==> src/rtl/latch_chk_pkg.sv <==
// -----------------------------------------------------------------------------
// latch_chk_pkg
// Shared definitions for the latch checker: FSM state encoding, LFSR
// polynomial tap mask, the substitute used when a zero seed is loaded, and
// the one-step LFSR transition function.
// -----------------------------------------------------------------------------
package latch_chk_pkg;

  typedef enum logic [1:0] {
    IDLE   = 2'd0,
    DRIVE  = 2'd1,
    SAMPLE = 2'd2,
    DONE   = 2'd3
  } state_t;

  // x^8 + x^6 + x^5 + x^4 + 1 in right-shifting Galois form.
  localparam logic [7:0] LFSR_TAPS     = 8'hB8;
  // An all-zero LFSR never leaves zero, so a zero seed is replaced.
  localparam logic [7:0] LFSR_ZERO_SUB = 8'h01;

  function automatic logic [7:0] lfsr_next(input logic [7:0] cur);
    return {1'b0, cur[7:1]} ^ (cur[0] ? LFSR_TAPS : 8'h00);
  endfunction

endpackage

==> src/rtl/lfsr8.sv <==
// -----------------------------------------------------------------------------
// lfsr8
// 8-bit Galois LFSR used as the stimulus source of the latch checker.
// Ports:
//   clk  - clock, rising edge
//   rst  - synchronous active-high reset, q <= 8'h01
//   load - load seed (zero seed replaced by 8'h01); has priority over step
//   seed - value to load
//   step - advance one LFSR step
//   q    - current LFSR state
// -----------------------------------------------------------------------------
module lfsr8
  import latch_chk_pkg::*;
(
  input  logic       clk,
  input  logic       rst,
  input  logic       load,
  input  logic [7:0] seed,
  input  logic       step,
  output logic [7:0] q
);

  logic [7:0] r_q;

  // NOTE: state registers use non-blocking assignments so every flop samples
  // pre-edge values regardless of process evaluation order.
  always_ff @(posedge clk) begin
    if (rst) begin
      r_q <= LFSR_ZERO_SUB;
    end else if (load) begin
      r_q <= (seed == 8'h00) ? LFSR_ZERO_SUB : seed;
    end else if (step) begin
      r_q <= lfsr_next(r_q);
    end
  end

  assign q = r_q;

endmodule

==> config.mk <==
export PLATFORM = sky130hd
export DESIGN_NAME = lfsr8
export DESIGN_NICKNAME = d
export VERILOG_FILES = /design/src/rtl/latch_chk_pkg.sv /design/src/rtl/lfsr8.sv
export SDC_FILE = /design/constraint.sdc
export NUM_CORES = 1
export LEC_CHECK = 0
export ABC_CLOCK_PERIOD_IN_PS = 1100
export CAP_MARGIN = 20
export CORE_AREA = 2 2 39 41
export CTS_CLUSTER_SIZE = 25
export DETAILED_ROUTE_END_ITERATION = 7
export DIE_AREA = 0 0 41 43
export DONT_BUFFER_PORTS = 1
export HOLD_SLACK_MARGIN = 0.06
export PLACE_DENSITY = 0.58
export SLEW_MARGIN = 40
export SYNTH_ARGS = -nofsm -noshare
export SYNTH_HDL_FRONTEND = slang
export SYNTH_SLANG_ARGS = --single-unit
==> constraint.sdc <==
create_clock -name clk -period 1.1 [get_ports clk]
set_clock_uncertainty 0.05 [all_clocks]
set_input_delay 0.22 -clock clk [delete_from_list [all_inputs] [get_ports clk]]
set_output_delay 0.22 -clock clk [all_outputs]
set_load 0.05 [all_outputs]
==> impl_metrics.json <==
{
  "critPathKind": "register to output port",
  "finalNetCount": 73,
  "drc_errors": 0,
  "hold_path_class": "primary input to register",
  "htreeDepth": 1,
  "synth_top_area_share_pct": 39.4,
  "die_x_um": 41,
  "crit_path_top_delay_cell": "dfxtp_2",
  "outcome": "finished clean",
  "synth_nets": 57,
  "netlist_instances": 45,
  "cp_num_buf_inv": 1,
  "synth_cell_type_count": 15,
  "die_h_um": 43,
  "fp.coreArea_mm2": 0.00138,
  "hold_viol": 0,
  "track_usage_pct": 13.0,
  "worstPathRequired_ps": 830,
  "yosysSeqAreaShare_pct": 39.4,
  "worstSkewPairLatency_ps": 250,
  "ios": 20,
  "synth_common_cells": "dfxtp_1, nor2_1",
  "routed_via_density": 5.03,
  "reg_top3": "q (8)",
  "drtAntennaViolNets": 0,
  "ys_ff_latch": 8,
  "fin_cells": 76,
  "place_congestion": 0.734,
  "crit_chain": "buf_4",
  "clkSlewWorstSetupHoldPaths_ps": 60,
  "dr.pass1.iters": 3,
  "synth_edf_count": 0,
  "dp_hpwl_um": 684,
  "grt_pass1_vias": 358,
  "synth_ff_type": "dfxtp_1",
  "end_kind": "output port",
  "antenna_found_initial": 0,
  "finalCritPeriodShare_pct": 96.4,
  "leakagePower_nw": 0.249,
  "slew_headroom_pct": 82.2,
  "ys_warn_count": 0,
  "largest-register": "q",
  "startpoint_type": "register",
  "grt_pass1_wl_mm": 1.46,
  "initialDrtViolationCount": 3,
  "power.total_uw": 792,
  "clk_path_buf_depth": 2,
  "initial_core_util_pct": 29.4,
  "tightest_slew_ps": 266,
  "ys_top_cells_by_area": "dfxtp_1, mux2_2, mux2i_1, nor2_1, a211o_1",
  "num_rows": 14,
  "antennaDiodeCount": 0,
  "numCtsBuffers": 3,
  "wl_per_cell_um": 13.4,
  "num_vias": 382,
  "setup_viol": 0,
  "peakVddDrop_mv": 0.523,
  "seqCellArea_um2": 178,
  "min_period_ps": 1060,
  "final_layout_size_suffix_gt1_share_pct": 40.0,
  "cp_top_family": "flip-flops",
  "postCtsSetupBuffers": 0,
  "largest_reg_flops": 8,
  "syn_area_um2": 407,
  "slew_viol_final": 0,
  "yosysMostFrequentCell": "dfxtp_1",
  "crit_fanout": 3,
  "multi_input_area_um2": 239,
  "clockRootBuffer": "clkbuf_4",
  "yosys.area.top_type": "dfxtp_1",
  "arrival_ps": 790,
  "clock_sinks": 8,
  "powerDensity_mw_per_mm2": 1320,
  "io_buffers": 0,
  "avgSynthCellArea_um2": 9.04,
  "area_growth_syn_to_layout_pct": 48.0,
  "grt_overflow": 0,
  "cts_tree": "built",
  "fp.dieArea_mm2": 0.00176,
  "cap_violations": 0,
  "cpPeakStageDelay_ps": 340,
  "max_freq_ghz": 0.943,
  "grt_max_degree": 13,
  "rsz0062_at_grt": "false",
  "synth-async-reset-ratio_pct": 0,
  "placed_cells": 66,
  "routed_wl_mm": 1.02,
  "fillers": 138
}
kinds of logic (layout without fill, tap and decap cells):
family,after synthesis,count (layout),share of synthesized area [%]
buffers and inverters,3,18,3.38
and+or+nand+nor,15,15,16.3
muxes,8,8,20.9
DFF,8,8,39.4
AOI/OAI and AO/OA,8,8,13.5
xor gates and xnor gates,3,3,6.46
per-stage QoR:
stage	utilization (%)	TNS [ps]	worst slack, ps	instance area, µm²	hold slack (ps)
floorplan	-	-3.25	-3.25	424	296
global placement	35.4	0	67.3	490	234
detailed placement	35.4	0	29.9	490	234
CTS	41.2	0	17.9	571	61.0
global route	43.5	0	7.28	602	69.5
finish	43.5	0	39.8	602	68.8
path summary, 6_finish.rpt:
check | startpoint | end | slack, ps | cells after the start
setup / recovery | q[1]$_SDFFE_PP0P_ | q[1] | 40 | 1
hold / removal | seed[7] | q[7]$_SDFFE_PP0P_ | 70 | 2
setup reg to reg | q[0]$_SDFFE_PP1P_ | q[3]$_SDFFE_PP0P_ | 60 | 3
hold reg to reg | q[1]$_SDFFE_PP0P_ | q[0]$_SDFFE_PP1P_ | 480 | 2
cells in the final DEF, fill, tap and decap left out, types with 3 or more instances in the layout:
| cell type | count |
|---|---|
| nor2_1 | 7 |
| dlygate4sd3_1 | 6 |
| dfxtp_2 | 5 |
| mux2_2 | 4 |
| mux2i_1 | 4 |
| nand2_1 | 4 |
| a21oi_1 | 4 |
| buf_4 | 4 |
| xnor2_1 | 3 |
| a211o_1 | 3 |
| clkbuf_4 | 3 |
| buf_6 | 3 |
| dfxtp_4 | 3 |
area by class of cell:
type | count | area share, %
Clock buffer | 4 | 4.37
Tap cell | 16 | 3.33
Sequential cell | 8 | 29.5
Multi-Input combinational cell | 34 | 39.7
Timing Repair Buffer | 14 | 23.1
metal layers:
metal  GRT usage [%]  routed length (µm)
met5               0                   0
met4            12.0                  14
met3            4.71                  85
met2            18.8                 502
met1            13.6                 412
power by group:
part           internal [mW]  leakage [nW]  switching, mW
Combinational          0.101         0.165          0.116
Clock                  0.139        0.0150         0.0987
Sequential             0.314        0.0693         0.0240
what timing repair did:
| action | 4_1_cts | 5_1_grt |
|---|---|---|
| hold endpoints to repair | 7 | 1 |
| gates resized for setup | 1 | 6 |
| pin swaps | 0 | 0 |
| hold buffers | 5 | 1 |
| setup endpoints to repair | 1 | 5 |
(Power assumes the default switching activity.)
